## src/rtl/dn_port_arbiter.sv

```systemverilog
// dn_port_arbiter: shares the core's dn_* port between the hiscore
// engine, the HPS NVRAM dump and ROM download (ROM always wins).
module dn_port_arbiter #(
  parameter int PAUSEPAD = 2,
  parameter int TIMEOUT  = 1023
) (
  input  logic        clk_sys,
  input  logic        reset_n,
  input  logic        rom_active,
  input  logic        rom_wr,
  input  logic [15:0] rom_addr,
  input  logic [7:0]  rom_data,
  input  logic        hs_req,
  input  logic        hs_wr,
  input  logic [7:0]  hs_addr,
  input  logic [7:0]  hs_wdata,
  output logic        hs_gnt,
  input  logic        io_req,
  input  logic        io_wr,
  input  logic [7:0]  io_addr,
  input  logic [7:0]  io_wdata,
  output logic        io_gnt,
  input  logic        cpu_paused,
  output logic        pause_req,
  output logic [15:0] mem_addr,
  output logic [7:0]  mem_wdata,
  output logic        mem_wr,
  output logic        mem_nvram,
  output logic        timeout_err
);

  localparam int SW = (PAUSEPAD > 1) ? $clog2(PAUSEPAD) : 1;
  localparam logic [SW-1:0] SET_LAST = SW'(PAUSEPAD - 1);
  localparam logic [9:0]    TMO_LAST = 10'(TIMEOUT - 1);

  typedef enum logic [2:0] {
    IDLE,
    PAUSE_WAIT,
    SETTLE,
    GRANT,
    RELEASE,
    ROM
  } state_t;

  state_t        state, state_n;
  logic          owner, owner_n;
  logic          last_io, last_n;
  logic [9:0]    tmo_cnt, tmo_n;
  logic [SW-1:0] set_cnt, set_n;
  logic          err_n;

  logic          own_req;
  logic          own_wr;
  logic [7:0]    own_addr;
  logic [7:0]    own_wdata;
  logic          in_grant;

  // owner = 1 selects the io port, 0 the hiscore port
  assign own_req   = owner ? io_req   : hs_req;
  assign own_wr    = owner ? io_wr    : hs_wr;
  assign own_addr  = owner ? io_addr  : hs_addr;
  assign own_wdata = owner ? io_wdata : hs_wdata;

  assign in_grant  = (state == GRANT);
  assign hs_gnt    = in_grant & ~owner;
  assign io_gnt    = in_grant & owner;
  assign mem_nvram = in_grant;
  assign pause_req = (state == PAUSE_WAIT) | (state == SETTLE) | in_grant;

  // state, ownership and counter registers
  always_ff @(posedge clk_sys or negedge reset_n) begin
    if (!reset_n) begin
      state       <= IDLE;
      owner       <= 1'b0;
      last_io     <= 1'b1;
      tmo_cnt     <= '0;
      set_cnt     <= '0;
      timeout_err <= 1'b0;
    end else begin
      state       <= state_n;
      owner       <= owner_n;
      last_io     <= last_n;
      tmo_cnt     <= tmo_n;
      set_cnt     <= set_n;
      timeout_err <= err_n;
    end
  end

  // next-state: ROM preempts everything, otherwise pause handshake
  always_comb begin
    state_n = state;
    owner_n = owner;
    last_n  = last_io;
    tmo_n   = tmo_cnt;
    set_n   = set_cnt;
    err_n   = timeout_err;
    if (rom_active) begin
      state_n = ROM;
    end else begin
      case (state)
        IDLE: begin
          if (hs_req || io_req) begin
            owner_n = io_req & ~(hs_req & last_io);
            tmo_n   = '0;
            state_n = PAUSE_WAIT;
          end
        end
        PAUSE_WAIT: begin
          if (!own_req) begin
            state_n = RELEASE;
          end else if (cpu_paused) begin
            set_n   = '0;
            state_n = SETTLE;
          end else if (tmo_cnt == TMO_LAST) begin
            err_n   = 1'b1;
            state_n = RELEASE;
          end else begin
            tmo_n = tmo_cnt + 10'd1;
          end
        end
        SETTLE: begin
          if (!own_req) begin
            state_n = RELEASE;
          end else if (!cpu_paused) begin
            state_n = PAUSE_WAIT;
          end else if (set_cnt == SET_LAST) begin
            state_n = GRANT;
          end else begin
            set_n = set_cnt + SW'(1);
          end
        end
        GRANT: begin
          if (!own_req) state_n = RELEASE;
        end
        RELEASE: begin
          last_n  = owner;
          state_n = IDLE;
        end
        ROM: begin
          state_n = IDLE;
        end
        default: begin
          state_n = IDLE;
        end
      endcase
    end
    if (state_n == GRANT && state != GRANT) err_n = 1'b0;
  end

  // registered memory port; only ROM or a settled owner can write
  always_ff @(posedge clk_sys or negedge reset_n) begin
    if (!reset_n) begin
      mem_addr  <= '0;
      mem_wdata <= '0;
      mem_wr    <= 1'b0;
    end else if (state_n == ROM) begin
      mem_addr  <= rom_addr;
      mem_wdata <= rom_data;
      mem_wr    <= rom_wr;
    end else if (in_grant && state_n == GRANT) begin
      mem_addr  <= {8'h00, own_addr};
      mem_wdata <= own_wdata;
      mem_wr    <= own_wr;
    end else begin
      mem_wr    <= 1'b0;
    end
  end

endmodule

```

## config.mk

```make
export PLATFORM = sky130hd
export DESIGN_NAME = dn_port_arbiter
export DESIGN_NICKNAME = d
export VERILOG_FILES = /design/src/rtl/dn_port_arbiter.sv
export SDC_FILE = /design/constraint.sdc
export NUM_CORES = 1
export LEC_CHECK = 0
export BUFFER_PORTS_ARGS = -buffer_cell sky130_fd_sc_hd__buf_2
export CORE_UTILIZATION = 31
export DETAILED_ROUTE_END_ITERATION = 12
export PLACE_DENSITY = 0.62
export SYNTH_ARGS = -nofsm -noshare
export SYNTH_HDL_FRONTEND = slang
export SYNTH_SLANG_ARGS = --single-unit
```

## constraint.sdc

```tcl
create_clock -name clk_sys -period 3.75 [get_ports clk_sys]
set_input_delay 0.5625 -clock clk_sys [delete_from_list [all_inputs] [get_ports clk_sys]]
set_output_delay 0.5625 -clock clk_sys [all_outputs]
set_load 0.02 [all_outputs]
```

; ---- Word level (Yosys, flattened, before mapping)
; Index checks and enable logic that the tools add are counted.
[word_totals]
regBits = 42
in_bits = 65
output_inout_bits = 30
wordCells = 89
[classes]
addsub = 2
n_eq_ne = 17
muxes = 37
n_bitwise = 9
n_reduce_logical = 15
[op_table]
columns = operator, n
row1 = 10-bit 2-to-1 mux, 4
row2 = 16-bit 2-to-1 mux, 2
row3 = 8-bit 2-to-1 mux, 4
row4 = 3-bit 2-to-1 mux, 9
row5 = 10-bit case mux with 2 select lines, 1
row6 = 1-bit 2-to-1 mux, 15
row7 = "2-bit inequality test, second input constant", 7
row8 = 3-bit case mux with 4 select lines, 1
row9 = 6-bit AND reduction, 2
row10 = 2-bit nonzero test, 6
row11 = "10-bit by 1-bit adder with 10-bit output, second input constant", 1
row12 = "10-bit equality test, second input constant", 1
row13 = "3-bit by 2-bit equality test with 1-bit output, second input constant", 3
row14 = "3-bit equality test, second input constant", 2
row15 = 5-bit AND reduction, 1
row16 = 1-bit AND, 4
row17 = "2-bit by 1-bit inequality test with 1-bit output, second input constant", 2
row18 = "3-bit by 1-bit equality test with 1-bit output, second input constant", 1
row19 = 3-bit zero test, 1
row20 = "3-bit by 2-bit inequality test with 1-bit output, second input constant", 1
row21 = 1-bit NOT, 3
row22 = 3-bit AND reduction, 1
row23 = 1-bit logical AND, 2
row24 = 1-bit OR, 2
row25 = 4 further kinds, 4

; ---- Depth between registers and ports, before layout
; Gate-level depths: netlist of run 1.
[logic_depth]
ltp_word = 10
mapped_depth = 6
depth_no_buf = 6

; ---- Worst setup path after synthesis of run 1
; No wires, ideal clock.
[synth_timing]
path_kind = reg2out
from = reg owner
to = out io_gnt
arrival_ns = 1.115
required_ns = 3.188
path_slack_ns = 2.072
stages_incl_launch_ff = 4
n_path_buf = 2
path_cell_list = dfrtp_1 > buf_2 > clkbuf_1 > and2_1
[synth_via]
elab_chain_cells = 1
[synth_rtl]
columns = element, line
row1 = from (decl), 46  ; logic owner, owner_n;
row2 = from (signal assigned), 81  ; owner <= owner_n;
row3 = 1-bit AND, 66  ; assign io_gnt = in_grant & owner;
row4 = to (decl), 22  ; output logic io_gnt,
; No other way between the ends.

; ---- Worst setup path in the final report of run 1
[layout_timing]
from = reg state[0]
to = out io_gnt
[layout_via]
elab_chain_cells = 2
[layout_rtl]
columns = element, line
row1 = from (decl), 45  ; state_t state, state_n;
row2 = from (signal assigned), 80  ; state <= state_n;
row3 = 3-bit by 2-bit equality test with 1-bit output, 64  ; assign in_grant = (state == GRANT);
row4 = 1-bit AND, 66
; No other way between the ends.

==> results of run 1 <==
## registers in the layout (all words and copies together) (netlist names)
name / flops
mem_addr: 16
tmo_cnt: 10
mem_wdata: 8
state: 3
owner: 1
timeout_err: 1
last_io: 1
mem_wr: 1
set_cnt: 1
## cells in the final DEF (no fill, tap or decap), drive strengths merged, types with 3 or more instances in the layout
master / instances
buf: 95
dfrtp: 41
o21ai: 19
mux2i: 18
a22oi: 16
nand2: 11
a22o: 8
inv: 7
clkbuf: 6
a21oi: 6
nor2: 5
a31oi: 4
a41oi: 4
nand3: 3
nor3b: 3
nor3: 3
mux2: 3
nand4: 3
and3: 3
o311ai: 3
## worst max-delay path by stage
stage,start,endpoint,slack (ns),cells past startpoint
floorplan,owner,io_gnt,2.07,3
global placement,rom_active,tmo_cnt[3],1.66,5
detailed placement,rom_active,mem_wdata[2],1.62,4
CTS,state[0],io_gnt,1.61,4
global route,state[0],io_gnt,1.52,4
finish,state[0],io_gnt,1.61,4
## worst max-delay path, delay by kind of cell, from the launching register on
family	cells	cell delay (ns)
buffers and inverters	2	0.31
AND/OR/NAND/NOR	2	0.33
flip-flops	1	0.63
## per-layer routing
layer,part of all wire (%),global-route usage (%)
met2,48,27.1
met3,5.3,3.79
met1,45,21.2
met4,1.6,5.72
met5,0,0
## power by group through the flow
stage	Sequential (mW)	Clock (mW)	Combinational, mW
CTS	0.559	0.297	0.316
finish	0.558	0.282	0.314
global route	0.570	0.312	0.343
detailed placement	0.566	0	0.315
global placement	0.567	0	0.310
floorplan	0.572	0	0.201
## cell type report
cell class              instances  area, um^2
clock buffers                   6        72.6
clock inverters                 1        7.51
fillers                       754        4350
inverters                       7        26.3
multi-input cells             147        1180
flip-flops and latches         42        1050
well taps                      99         124
repair buffers                 95         478
## cell families (layout without fill, tap and decap cells)
group,after synthesis,in the layout,synth area share [%]
AOI/OAI and AO/OA,81,81,28.7
adders and majority gates,3,3,1.55
buffers and inverters,19,109,4.44
DFF,42,42,44.9
muxes,21,21,9.46
and+or+nand+nor,42,42,10.9
==> impl_metrics.ini, run 1 <==
[status]
run_status = complete, no violations

[timing]
fmax_mhz = 466
fin_crit_ns = 2.14
max_slew_margin_pct = 36.6
holdWs_ns = 0.414
period_share_pct = 57.2
fin_tns_setup_ns = 0
rsz0062_at_grt = no
slew_violations = 0
hold_viol = 0
finalClockSkew_ns = 0.00841
setup_viol = 0
worst_pin_slew_ns = 0.951
worst_slack_ns = 1.61

[yosys]
yosys-top-cells-area = dfrtp_1 44%, mux2i_1 7.3%, a22oi_1 5.1%
syn_inst = 208
synth_most_common_cell = dfrtp_1
synth_edf_count = 0
syn_nets = 275
syn_area_per_cell_um2 = 11.3
synth_top_cell_by_area = dfrtp_1
ys_seq_area_share_pct = 44.9
ys.flop_type = dfrtp_1
syn_area_mm2 = 0.00234
async_flop_share_pct = 100
synth_seq_cells = 42
ys_top_cells_by_count = 41 x dfrtp_1, 17 x mux2i_1, 16 x a22oi_1
yosysWarnings = 0
synth.distinct_cells = 62
netlist.area_leader.share_pct = 43.8

[floorplanning]
rows = 31
die_area_mm2 = 0.00790
num_io_pins = 95
core_area_mm2 = 0.00729
die_y_um = 88.9
die_w_um = 88.9
initial_utilization_pct = 32.1

[critical_path]
r2r-end = mem_wdata[6]
cp-start-kind = flop
crit_required_ns = 3.19
path_cells = nand3b_1 > inv_2 > and2_1 > buf_2
reg2reg_slack_ns = 1.74
r2r_cells = 4
slowest_delay_ns = 0.63
path_class = flop to output pin
cp-end-kind = output pin
slowest_stage = dfrtp_1
worst_ep_arrival_time_ns = 1.58
r2r_start = owner
path_max_fanout = 14

[final_layout]
fin_cells = 397
n_antenna_cell = 0
layout-area-overhead-vs-synth_pct = 25.8
finish.utilization_pct = 40.4
fin_area_mm2 = 0.00295
drive_above_1_share_pct = 40.9
layout.nets = 365

[clock_network]
numCtsBuffers = 5
cts.hold.buffers_added = 0
ctsResizeCount = 0
cts_num_sinks = 42
h-tree-depth = 2
clkTransAtPathRegs_ns = 0.08
cts_setup_buffers = 0
clk_latency_ns = 0.30
cts_buffer_depth = 2
tritoncts = built
clockRootBuffer = clkbuf_8

[detailed_routing]
vias_per_cell = 5.20
drt_iter0_drc = 74
route.detailed.drc = 0
drt_pass1_iterations = 5
drt_wl_total_mm = 5.87
vias = 2063
ant_nets = 0
wire_per_inst_um = 14.8

[power_and_ir_drop]
power-per-cell-area_mw_per_mm2 = 392
switching_share_pct = 32.8
fin_total_pwr_mw = 1.15
ir_worst_vdd_uv = 177
seqPwrFrac_pct = 48.4
p_leak_nw = 1.37
p_sw_mw = 0.379
intPower_mw = 0.775
combPwrFrac_pct = 27.2
clock_power_share_pct = 24.4

[global_routing]
grt_remaining_overflow = 0
grt_pass1_wl_mm = 9.82
grt_max_degree = 43
antenna_found_initial = 0
gr-usage-all-layers_pct = 16.4
grt_pass1_vias = 2010

[job]
drv_cap = 0

[placement]
place_ws_ns = 1.62
post-dp-hpwl_mm = 4.27
portBuffers = 94
gp_congestion = 0.764
place_area_mm2 = 0.00287
dp_cells = 390

[min_path]
hold_class = primary input to async pin
(Power assumes the default switching activity.)
==> run 2: changes to the inputs <==
Settings changed: PLACE_DENSITY 0.62 to 0.64.
Clock period 3.75 ns to 1.9 ns, I/O delays scaled along.
==> run 2 against run 1 <==
Against the previous run:
- register-to-register slack worse by 1.6 ns
- cell count is 1.5% higher
- wire length is 0.84% lower
- first-iteration DRC count is 31% higher
- worst setup slack worse by 1.5 ns
- clock power is 110% higher
==> impl_metrics.ini, run 2 (synthesis results as in run 1) <==
[timing]
fmax_mhz = 566
fin_crit_ns = 1.77
hold_viol = 0
slew_violations = 0
finalClockSkew_ns = 0.00640
max_slew_margin_pct = 57.0
fin_tns_setup_ns = 0
period_share_pct = 93.0
rsz0062_at_grt = no
setup_viol = 0
worst_slack_ns = 0.133
worst_pin_slew_ns = 0.643

[global_routing]
grt_pass1_wl_mm = 9.68
gr-usage-all-layers_pct = 16.1
grt_remaining_overflow = 0
grt_max_degree = 43
antenna_found_initial = 0
grt_pass1_vias = 2041

[clock_network]
cts_num_sinks = 42
numCtsBuffers = 5
clockRootBuffer = clkbuf_8
clkTransAtPathRegs_ns = 0.08
tritoncts = built
h-tree-depth = 2
clk_latency_ns = 0.30
cts_buffer_depth = 2

[detailed_routing]
drt_wl_total_mm = 5.82
drt_iter0_drc = 97
route.detailed.drc = 0
vias = 2048
drt_pass1_iterations = 4
vias_per_cell = 5.08
ant_nets = 0
wire_per_inst_um = 14.4

[critical_path]
slowest_delay_ns = 0.56
crit_required_ns = 2.12
path_max_fanout = 24
slowest_stage = a21oi_4
path_buf_inv = 0
path_class = flop to flop
cp-start-kind = flop
worst_ep_arrival_time_ns = 1.99
cp-end-kind = flop
path_cells = mux2_4 > a21oi_4 > a22oi_1 > o21ai_1
critPathTopFamily = compound AO/OA/AOI/OAI gates

[min_path]
hold_class = primary input to async pin

[final_layout]
layout.nets = 370
final_common_cell = buf_2
layout-area-overhead-vs-synth_pct = 27.9
n_antenna_cell = 0
drive_above_1_share_pct = 42.8
largest_reg_flops = 16
top_register = mem_addr
finish.utilization_pct = 41.1
biggestRegsByFlops = mem_addr x16, tmo_cnt x10, mem_wdata x8
most-common-layout-cells = 94 x buf_2, 40 x dfrtp_1, 17 x mux2i_1

[floorplanning]
rows = 31
die_area_mm2 = 0.00790
die_y_um = 88.9
core_area_mm2 = 0.00729
initial_utilization_pct = 32.1
num_io_pins = 95
die_w_um = 88.9

[power_and_ir_drop]
ir_worst_vdd_uv = 363
p_leak_nw = 1.40
power-per-cell-area_mw_per_mm2 = 774

[placement]
gp_congestion = 0.873
place_ws_ns = 0.135
post-dp-hpwl_mm = 4.37
portBuffers = 94

[status]
run_status = complete, no violations

[job]
drv_cap = 0
-- run 2: worst register-to-register path: stages, from the launching register on --
cell and delay, ns:
dfrtp_1 0.45, mux2_4 0.39, a21oi_4 0.56, a22oi_1 0.17, o21ai_1 0.12
-- run 2: repair_timing --
action                                  in CTS  in global routing
hold endpoints to repair                     0                  0
endpoints found under the setup margin       0                  2
hold buffers                                 0                  0
resized for setup                            0                  1
setup buffers                                0                  0
-- run 2: cell type report --
| class | count | area (um^2) |
|---|---|---|
| fillers | 741 | 4300 |
| multi-input cells | 147 | 1180 |
| flip-flops and latches | 42 | 1050 |
| repair buffers | 100 | 515 |
| well taps | 99 | 124 |
| clock buffers | 5 | 68.8 |
| inverters | 7 | 26.3 |
| clock inverters | 3 | 21.3 |
-- run 2: final timing paths --
path	startpoint	end	slack [ns]	cells past startpoint
min in group clk_sys	rom_wr	mem_wr	0.21	2
max in group asynchronous	reset_n	state[0]	1.46	2
hold reg to reg	mem_addr[15]	mem_addr[15]	0.50	1
setup reg to reg	owner	mem_addr[5]	0.13	4
hold / removal	reset_n	tmo_cnt[7]	0.05	2
setup / recovery	owner	mem_addr[5]	0.13	4
-- run 2: report_power, final --
| group | internal, mW | leakage, nW | switching, mW |
|---|---|---|---|
| logic | 0.295 | 0.829 | 0.353 |
| clock network | 0.258 | 0.0441 | 0.326 |
| registers | 0.995 | 0.525 | 0.0897 |
| total | 1.55 | 1.40 | 0.769 |
-- run 2: layer usage --
metal | GRT usage (%) | up-vias | part of all wire (%)
li1 | - | 996 | -
met1 | 20.5 | 971 | 46
met2 | 26.4 | 73 | 46
met3 | 3.97 | 8 | 6.0
met4 | 6.45 | 0 | 1.7
met5 | 0 | - | 0
-- run 2: metrics by stage --
stage / cell area [um^2] / power (mW) / cells / hold WS, ns
after floorplan: 2340 / 1.52 / 208 / -0.0106
after global placement: 2900 / 1.74 / 395 / 0.396
after detailed placement: 2900 / 1.75 / 395 / 0.405
after CTS: 2990 / 2.35 / 403 / 0.0766
after global routing: 2990 / 2.46 / 403 / 0.0988
final: 2990 / 2.32 / 403 / 0.0528
